[config.mk]
export PLATFORM = sky130hd
export DESIGN_NAME = reorder_buffer
export DESIGN_NICKNAME = d
export VERILOG_FILES = /design/src/rtl/reorder_buffer_pkg.sv /design/src/rtl/reorder_buffer.sv
export SDC_FILE = /design/constraint.sdc
export NUM_CORES = 2
export LEC_CHECK = 0
export ABC_AREA = 1
export CAP_MARGIN = 40
export CORE_UTILIZATION = 45
export DETAILED_ROUTE_END_ITERATION = 7
export PLACE_DENSITY = 0.78
export SLEW_MARGIN = 20
export SYNTH_ARGS = -nofsm -noshare
export SYNTH_HDL_FRONTEND = slang
export SYNTH_SLANG_ARGS = --single-unit
export TNS_END_PERCENT = 1
[constraint.sdc]
create_clock -name clk_in -period 22.6 [get_ports clk_in]
set_clock_uncertainty 0.2 [all_clocks]
set_input_delay 4.52 -clock clk_in [delete_from_list [all_inputs] [get_ports clk_in]]
set_output_delay 4.52 -clock clk_in [all_outputs]
set_load 0.01 [all_outputs]
[src/rtl/reorder_buffer_pkg.sv]
`default_nettype none
// ============================================================================
// Module   : reorder_buffer_pkg
// Purpose  : Shared configuration for the reorder buffer, the decoder and the
//            register file: buffer sizing and the instruction type codes
//            carried in each entry.
// Revision : 1.0 - initial release
// ============================================================================
package reorder_buffer_pkg;

  // log2 of the number of entries
  localparam int ROB_SIZE_BIT = 3;
  // width of the instruction type code
  localparam int ROB_TYPE_BIT = 2;

  // Instruction type codes
  localparam logic [ROB_TYPE_BIT-1:0] ROB_REG    = 2'b00;
  localparam logic [ROB_TYPE_BIT-1:0] ROB_STORE  = 2'b01;
  localparam logic [ROB_TYPE_BIT-1:0] ROB_BRANCH = 2'b10;
  localparam logic [ROB_TYPE_BIT-1:0] ROB_HALT   = 2'b11;

endpackage
`default_nettype wire

[src/rtl/reorder_buffer.sv]
`default_nettype none
// ============================================================================
// Module   : reorder_buffer
// Purpose  : Circular in-order retirement buffer for the out-of-order core.
//            Allocates one entry per issued instruction, captures results
//            from the common data bus, answers two operand queries
//            combinationally and retires completed entries in program order
//            to the register file / load-store buffer. A mispredicted branch
//            raises a one-cycle flush on retire.
// Ports    : clk_in, rst_in (async, active-high), rdy_in (global stall)
//            issue_*   : instruction allocation, issue_id = next id, full
//            qry1/2_*  : operand dependency lookups (combinational)
//            cdb_*     : result broadcast
//            commit_*  : register write / retire info, store_commit pulse
//            halt      : sticky stop, clear/clear_pc : pipeline flush
// Revision : 1.0 - initial release
// ============================================================================
module reorder_buffer #(
  parameter int ROB_SIZE_BIT = reorder_buffer_pkg::ROB_SIZE_BIT,
  parameter int ROB_TYPE_BIT = reorder_buffer_pkg::ROB_TYPE_BIT
) (
  input  logic                    clk_in,
  input  logic                    rst_in,
  input  logic                    rdy_in,
  // issue
  input  logic                    issue_valid,
  input  logic [ROB_TYPE_BIT-1:0] issue_type,
  input  logic [4:0]              issue_reg_id,
  input  logic [31:0]             issue_value,
  input  logic [31:0]             issue_addr,
  input  logic                    issue_fi,
  output logic [ROB_SIZE_BIT-1:0] issue_id,
  output logic                    full,
  // operand queries
  input  logic [ROB_SIZE_BIT-1:0] qry1_id,
  input  logic [ROB_SIZE_BIT-1:0] qry2_id,
  output logic                    qry1_fi,
  output logic                    qry2_fi,
  output logic [31:0]             qry1_value,
  output logic [31:0]             qry2_value,
  // common data bus
  input  logic                    cdb_valid,
  input  logic [ROB_SIZE_BIT-1:0] cdb_id,
  input  logic [31:0]             cdb_value,
  input  logic                    cdb_redirect,
  input  logic [31:0]             cdb_target,
  // retire
  output logic                    commit_valid,
  output logic [ROB_SIZE_BIT-1:0] commit_rob_id,
  output logic [4:0]              commit_reg_id,
  output logic [31:0]             commit_value,
  output logic                    store_commit,
  output logic                    halt,
  output logic                    clear,
  output logic [31:0]             clear_pc
);

  import reorder_buffer_pkg::*;

  localparam int                  C_DEPTH        = 1 << ROB_SIZE_BIT;
  localparam logic [ROB_SIZE_BIT:0] C_COUNT_FULL = (ROB_SIZE_BIT+1)'(C_DEPTH);
  localparam logic [ROB_SIZE_BIT:0] C_COUNT_RSV  = (ROB_SIZE_BIT+1)'(C_DEPTH - 1);

  // Entry storage
  logic                    r_busy     [C_DEPTH];
  logic                    r_fi       [C_DEPTH];
  logic [ROB_TYPE_BIT-1:0] r_type     [C_DEPTH];
  logic [4:0]              r_reg_id   [C_DEPTH];
  logic [31:0]             r_value    [C_DEPTH];
  logic [31:0]             r_addr     [C_DEPTH];
  logic                    r_redirect [C_DEPTH];
  logic [31:0]             r_target   [C_DEPTH];

  logic [ROB_SIZE_BIT-1:0] r_head;
  logic [ROB_SIZE_BIT-1:0] r_tail;
  logic [ROB_SIZE_BIT:0]   r_count;

  logic        w_issue;
  logic        w_retire;
  logic        w_cdb_wr;
  logic        w_head_reg_nz;
  logic        w_qry1_hit;
  logic        w_qry2_hit;
  // PC of the oldest entry: carried for debug visibility only
  logic [31:0] w_unused_head_addr;

  assign issue_id = r_tail;
  // One slot stays in reserve because the issue stage has a request in flight
  assign full     = (r_count >= C_COUNT_RSV);

  // The clear cycle blocks issue and retire; the flush wipes the buffer next edge.
  // An issue at count == DEPTH is a protocol violation and is dropped.
  assign w_issue  = rdy_in && !clear && issue_valid && (r_count != C_COUNT_FULL);
  // Retire only on the stored finish bit, never on a same-cycle CDB hit
  assign w_retire = rdy_in && !clear && (r_count != '0) && r_fi[r_head];
  assign w_cdb_wr = rdy_in && !clear && cdb_valid && r_busy[cdb_id];

  assign w_head_reg_nz      = (r_reg_id[r_head] != 5'd0);
  assign w_unused_head_addr = r_addr[r_head];

  // Operand queries with same-cycle CDB forwarding
  assign w_qry1_hit = cdb_valid && (cdb_id == qry1_id);
  assign w_qry2_hit = cdb_valid && (cdb_id == qry2_id);
  assign qry1_fi    = r_busy[qry1_id] && (r_fi[qry1_id] || w_qry1_hit);
  assign qry2_fi    = r_busy[qry2_id] && (r_fi[qry2_id] || w_qry2_hit);
  assign qry1_value = !r_busy[qry1_id] ? 32'd0 : (w_qry1_hit ? cdb_value : r_value[qry1_id]);
  assign qry2_value = !r_busy[qry2_id] ? 32'd0 : (w_qry2_hit ? cdb_value : r_value[qry2_id]);

  always_ff @(posedge clk_in or posedge rst_in) begin
    if (rst_in) begin
      r_head  <= '0;
      r_tail  <= '0;
      r_count <= '0;
      for (int i = 0; i < C_DEPTH; i++) begin
        r_busy[i]     <= 1'b0;
        r_fi[i]       <= 1'b0;
        r_type[i]     <= '0;
        r_reg_id[i]   <= '0;
        r_value[i]    <= '0;
        r_addr[i]     <= '0;
        r_redirect[i] <= 1'b0;
        r_target[i]   <= '0;
      end
      commit_valid  <= 1'b0;
      commit_rob_id <= '0;
      commit_reg_id <= '0;
      commit_value  <= '0;
      store_commit  <= 1'b0;
      halt          <= 1'b0;
      clear         <= 1'b0;
      clear_pc      <= '0;
    end else if (clear) begin
      // Flush completes even if rdy_in dropped, so the clear pulse is never lost
      r_head  <= '0;
      r_tail  <= '0;
      r_count <= '0;
      for (int i = 0; i < C_DEPTH; i++) begin
        r_busy[i] <= 1'b0;
      end
      commit_valid <= 1'b0;
      store_commit <= 1'b0;
      clear        <= 1'b0;
    end else begin
      commit_valid <= 1'b0;
      store_commit <= 1'b0;
      clear        <= 1'b0;

      if (w_issue) begin
        r_busy[r_tail]     <= 1'b1;
        r_fi[r_tail]       <= issue_fi;
        r_type[r_tail]     <= issue_type;
        r_reg_id[r_tail]   <= issue_reg_id;
        r_value[r_tail]    <= issue_value;
        r_addr[r_tail]     <= issue_addr;
        r_redirect[r_tail] <= 1'b0;
        r_target[r_tail]   <= '0;
        r_tail             <= r_tail + ROB_SIZE_BIT'(1);
      end

      if (w_cdb_wr) begin
        r_value[cdb_id]    <= cdb_value;
        r_fi[cdb_id]       <= 1'b1;
        r_redirect[cdb_id] <= cdb_redirect;
        r_target[cdb_id]   <= cdb_target;
      end

      if (w_retire) begin
        r_busy[r_head] <= 1'b0;
        r_head         <= r_head + ROB_SIZE_BIT'(1);
        commit_rob_id  <= r_head;
        commit_reg_id  <= r_reg_id[r_head];
        commit_value   <= r_value[r_head];
        case (r_type[r_head])
          ROB_REG:    commit_valid <= w_head_reg_nz;
          ROB_STORE:  store_commit <= 1'b1;
          ROB_BRANCH: begin
            commit_valid <= w_head_reg_nz;
            if (r_redirect[r_head]) begin
              clear    <= 1'b1;
              clear_pc <= r_target[r_head];
            end
          end
          default:    halt <= 1'b1;
        endcase
      end

      r_count <= r_count + (ROB_SIZE_BIT+1)'(w_issue) - (ROB_SIZE_BIT+1)'(w_retire);
    end
  end

endmodule
`default_nettype wire

Word level (Yosys, flattened, before mapping)
Cells that the tools add are included.
Widths: inputs -> output; s select.
- input port bits: 151
- logic and storage cells: 223
- register bits after elaboration: 678
- output and inout port bits: 146
- magnitude comparators: 9
- mux-type cells: 95
- add/subtract/negate cells: 4
- reductions and logical operators: 28
- bitwise operators: 15
- equality and inequality tests: 5
- operator list (kind ; number):
    $mux 256 ; 6
    $bwmux 256 ; 3
    $mux 32 ; 14
    $bmux 32 s3 ; 4
    $and 256x256->256 ; 1
    $not 256->256 ; 1
    $demux 32 s3 ; 2
    $mux 8 ; 10
    $bwmux 40 ; 1
    $mux 1 ; 27
    $bmux 1 s3 ; 7
    $ge 4x4->1 const B ; 5
    $not 3->4 ; 5
    $and 8x8->8 ; 2
    $bwmux 16 ; 1
    $bwmux 8 ; 2
    $not 8->8 ; 2
    $or 8x8->8 ; 2
    $bmux 5 s3 ; 1
    $demux 5 s3 ; 1
    $mux 5 ; 3
    $logic_and 1x1->1 ; 14
    $lt 4x1->1 const B ; 3
    $mux 3 ; 4
    other kinds (25) ; 35

Logic depth before layout (Yosys ltp)
- depth in word-level cells: 11
- depth in mapped cells: 16
- depth with buffers taken out: 13

Least setup slack after synthesis
No wires, ideal clock.
- path type: input port to output port
- start point: input port qry1_id[1]
- end point: output port qry1_value[14]
- arrival time: 5767 ps
- path buffers: 3
- required time: 17880 ps
- cell stages on the path: 10
- setup slack: 12113 ps
- cell sequence: buf_2 > inv_2 > clkbuf_1 > buf_1 > a21oi_1 > o21ai_0 > nand3_1 > nand2_1 > nor2_1 > nor2_1
- word-level cells in the longest chain between the ends: 6
- elaborated cells on any way between the ends: 11
- those cells by class: 1 x eq/ne; 8 x mux; 1 x bitwise; 1 x reduce/logical
- RTL lines (item ; line ; RTL):
    start, declared ; reorder_buffer.sv:35 ; input logic [ROB_SIZE_BIT-1:0] qry1_id,
    $not 3->4 (implied by the code) ; reorder_buffer.sv:106 ; assign qry1_value = !r_busy[qry1_id] ? 32'd0 : (w_qry1_hit ? cdb_value : r_value[qry1_id]);
    $bmux 32 s3 ; reorder_buffer.sv:106 ;
    $mux 32 (implied by the code) (2 in a row) ; reorder_buffer.sv:106 ;
    $mux 32 ; reorder_buffer.sv:106 ;
    $mux 32 (*) ; reorder_buffer.sv:106 ;
    end, declared ; reorder_buffer.sv:39 ; output logic [31:0] qry1_value,
Every way passes the cells marked *; elsewhere a longest branch is shown, timed or not. The select of a mux whose other input is x is not followed.

Final worst setup path
- start point: input port cdb_valid
- end point: output port qry1_value[0]
- word-level cells in the longest chain between the ends: 3
- RTL lines (item ; line ; RTL):
    start, declared ; reorder_buffer.sv:42 ; input logic cdb_valid,
    $logic_and 1x1->1 ; reorder_buffer.sv:102 ; assign w_qry1_hit = cdb_valid && (cdb_id == qry1_id);
    $mux 32 (2 in a row) ; reorder_buffer.sv:106 ;
Every way passes these cells.

==> impl_metrics.csv <==
group,metric,value,unit
critical_path,criticalPathCategory,"in2out",
timing,tightest_slew,1.17,ns
clocking,root_buffer,"clkbuf_16",
clocking,cts_resized,0,
clocking,cts_buffers,81,
synth,synth_area,0.0497,sq mm
critical_path,crit_chain,"clkdlybuf4s50_1 > o21ai_0 > a21oi_4 > buf_4 > nand2_1 > buf_4 > nand2_1 > nor2_1 > nor2_1 > clkdlybuf4s50_1",
clocking,clock_latency,0.70,ns
final_layout,drive_gt1_frac,0.0381,
final_layout,multi_input_area,0.0282,sq mm
pwr,p_total,0.00690,W
run,cap_violations,0,
grt,grt_pass1_vias,52300,
timing,min_period_over_period,0.592,
critical_path,path_max_fanout,33,
floorplanning,design.die.area,0.112,sq mm
critical_path,critPathTopFamily,"buffers and inverters",
timing,rsz0062_at_grt,"false",
critical_path,slowest_delay,0.71,ns
synth,synthTopCellsByArea,"dfrtp_1 34%, nand2_1 32%, o21ai_0 9.2%, nor2_1 4.0%, inv_1 3.9%",
timing,finalHoldViolCount,0,
synth,yosysSeqAreaShare,0.342,
timing,fin_setup_tns,0,ns
final_layout,area_delta_synth_final,12.9,%
synth,synth_area_per_cell,5.86,sq um
critical_path,startpoint_type,"input port",
clocking,cts.path.max_buffers,3,
status,status,"complete, but fails checks",
clocking,clock-sinks,678,
timing,finalMaxSlewViolations,0,
synth,ys_types,31,
pwr,power_leakage,29.0,nW
clocking,cts_tree,"built",
critical_path,worstPathRequired,17.88,ns
clocking,htree_levels,3,
drt,wl,193000,microns
worst_hold_path,hp-class,"reg2reg",
floorplanning,die_h,334,microns
synth,yosys.area.top_type,"dfrtp_1",
floorplanning,rows,121,
grt,antenna_found_initial,25,
grt,grt_pass1_wl,295000,microns
clocking,hold_buffers,0,
clocking,clk_pin_slew,0.06,ns
drt,vias_per_cell,5.77,
drt,antenna_left,0,
drt,vias,56800,
grt,grt.overflow.total,0,
status,violations,"DRC",
final_layout,fill_cells,10700,
synth,syn_inst,8481,
final_layout,layout_common_cells,"4,246 x nand2_1, 910 x o21ai_0, 677 x dfrtp_1",
synth,yosysWarnings,0,
floorplanning,initial_core_util,0.455,
final_layout,final_common_cell,"nand2_1",
pwr,ir_worst_vdd,0.000108,V
floorplanning,core-area,0.109,sq mm
floorplanning,die_w,334,microns
placed_design,routabilityCongestion,0.930,
synth,synth_top_area_frac,0.342,
critical_path,cp.arrival,8.65,ns
synth,synthesis.nets,8642,
drt,route.detailed.drc,3,
timing,maxSlewHeadroom,0.222,
drt,first_iter_violations,8257,
placed_design,hpwl,110000,microns
placed_design,placedCellCount,9687,
drt,dr.pass1.iters,8,
pwr,powerDensity,123,mW/mm^2
final_layout,seqCellArea,0.0170,sq mm
clocking,cts_setup_buffers,0,
final_layout,finalNonFillerCells,9856,
critical_path,setup.worst_path.end_class,"output pin",
timing,setup_viol_count_final,0,
grt,grt_use_total,0.335,
critical_path,cp_num_buf_inv,4,
floorplanning,pin_count,297,
synth,synth_seq_cells,678,
synth,async_flop_share,1.00,
placed_design,port_buffers,264,
drt,wire_per_inst,19.5,microns
final_layout,nets,8467,
synth,synth-edff-count,0,
critical_path,crit_slowest_cell,"nand2_1",
synth,synth_flop_cell,"dfrtp_1",
grt,grt_max_degree,254,
timing,finalCriticalPeriod,13.37,ns
timing,max_clock_freq,0.0748,GHz
-- report_power, final --
group	internal [W]	switching [W]	total, W
registers	0.00173	0.000418	0.00215
logic	0.00117	0.00222	0.00339
clock network	0.000764	0.000590	0.00135
-- worst reg2reg max path: stages, from the launching register on --
cell and delay [ns]:
dfrtp_1 0.55, inv_2 0.22, nand2_1 0.21, nor2_1 0.25
o21ai_4 0.08, buf_4 0.22, buf_16 0.25, inv_8 0.61
buf_12 0.83, buf_4 0.71, buf_12 0.31, nand2_1 0.12
nand2_1 0.09
-- layout make-up --
cell class,count,area share
multi-input cells,6629,0.503
clock inverters,29,0.00623
diodes,10,0.000446
well taps,1476,0.0329
repair buffers,390,0.0778
inverters,526,0.0357
flip-flops and latches,678,0.303
clock buffers,118,0.0413
-- routing by layer --
layer  global-route usage  wire length (microns)  up-vias
met2                0.506                  81900     3817
li1                     -                      -    26300
met5                    0                    256        -
met4                0.189                  11000       30
met3                0.103                  27700      816
met1                0.424                  71900    25900
-- flip-flops by register name (all words and copies together), names as in the netlist --
name           flops
clear              1
clear_pc          32
commit_reg_id      5
commit_rob_id      3
commit_valid       1
commit_value      32
halt               1
issue_id           3
r_busy             8
r_count            4
r_fi               8
r_head             3
r_redirect         8
r_reg_id          40
r_target         256
r_type            16
r_value          256
store_commit       1
-- stage by stage --
stage / hold WS, ns / utilization / area [sq um] / worst slack [ns]
2_1_floorplan: 0.245 / - / 49700 / 8.61
3_3_place_gp: 0.256 / 0.479 / 52300 / 9.68
3_5_place_dp: 0.262 / 0.486 / 53000 / 9.64
4_1_cts: 0.277 / 0.510 / 55700 / 9.64
5_1_grt: 0.291 / 0.513 / 56000 / 9.54
6_report: 0.276 / 0.513 / 56100 / 9.23
-- synth_stat cells, types with 2 or more instances --
| cell type | number |
|---|---|
| buf_2 | 228 |
| ha_1 | 9 |
| o211ai_1 | 175 |
| o21bai_1 | 10 |
| nor2_1 | 533 |
| nand4_1 | 35 |
| clkbuf_1 | 313 |
| o21a_1 | 3 |
| o2111ai_1 | 31 |
| o21ai_0 | 910 |
| o21ai_1 | 8 |
| nand3_1 | 323 |
| a21oi_1 | 311 |
| nor3_1 | 3 |
| o21ai_2 | 2 |
| xor2_1 | 2 |
| nand2_1 | 4257 |
| buf_1 | 90 |
| inv_2 | 14 |
| buf_4 | 17 |
| o22ai_1 | 3 |
| inv_1 | 512 |
| nor2_2 | 7 |
| dfrtp_1 | 678 |
-- path summary, 6_finish.rpt --
kind                            endpoint  slack, ns  depth (start not counted)    startpoint
min                         clear_pc[29]       0.28                          2  clear_pc[29]
max reg2reg                r_target[208]      17.90                         12         clear
max in group asynchronous    r_reg_id[1]      15.24                          8        rst_in
min in group asynchronous      r_head[1]       3.93                          2        rst_in
min reg2reg                 clear_pc[29]       0.28                          2  clear_pc[29]
max                        qry1_value[0]       9.23                         10     cdb_valid
-- cells by family (layout without fill, tap and decap cells) --
logic type,after synthesis,in the layout,synth area share
buffers and inverters,1174,1063,0.0958
AO/OA/AOI/OAI,1454,1454,0.159
XOR/XNOR,3,3,0.000529
flip-flops,678,678,0.342
adder cells (fa/ha/maj),10,10,0.00267
other,0,10,0
AND/OR/NAND/NOR,5162,5162,0.401
Power figures use the tool's default switching activity.
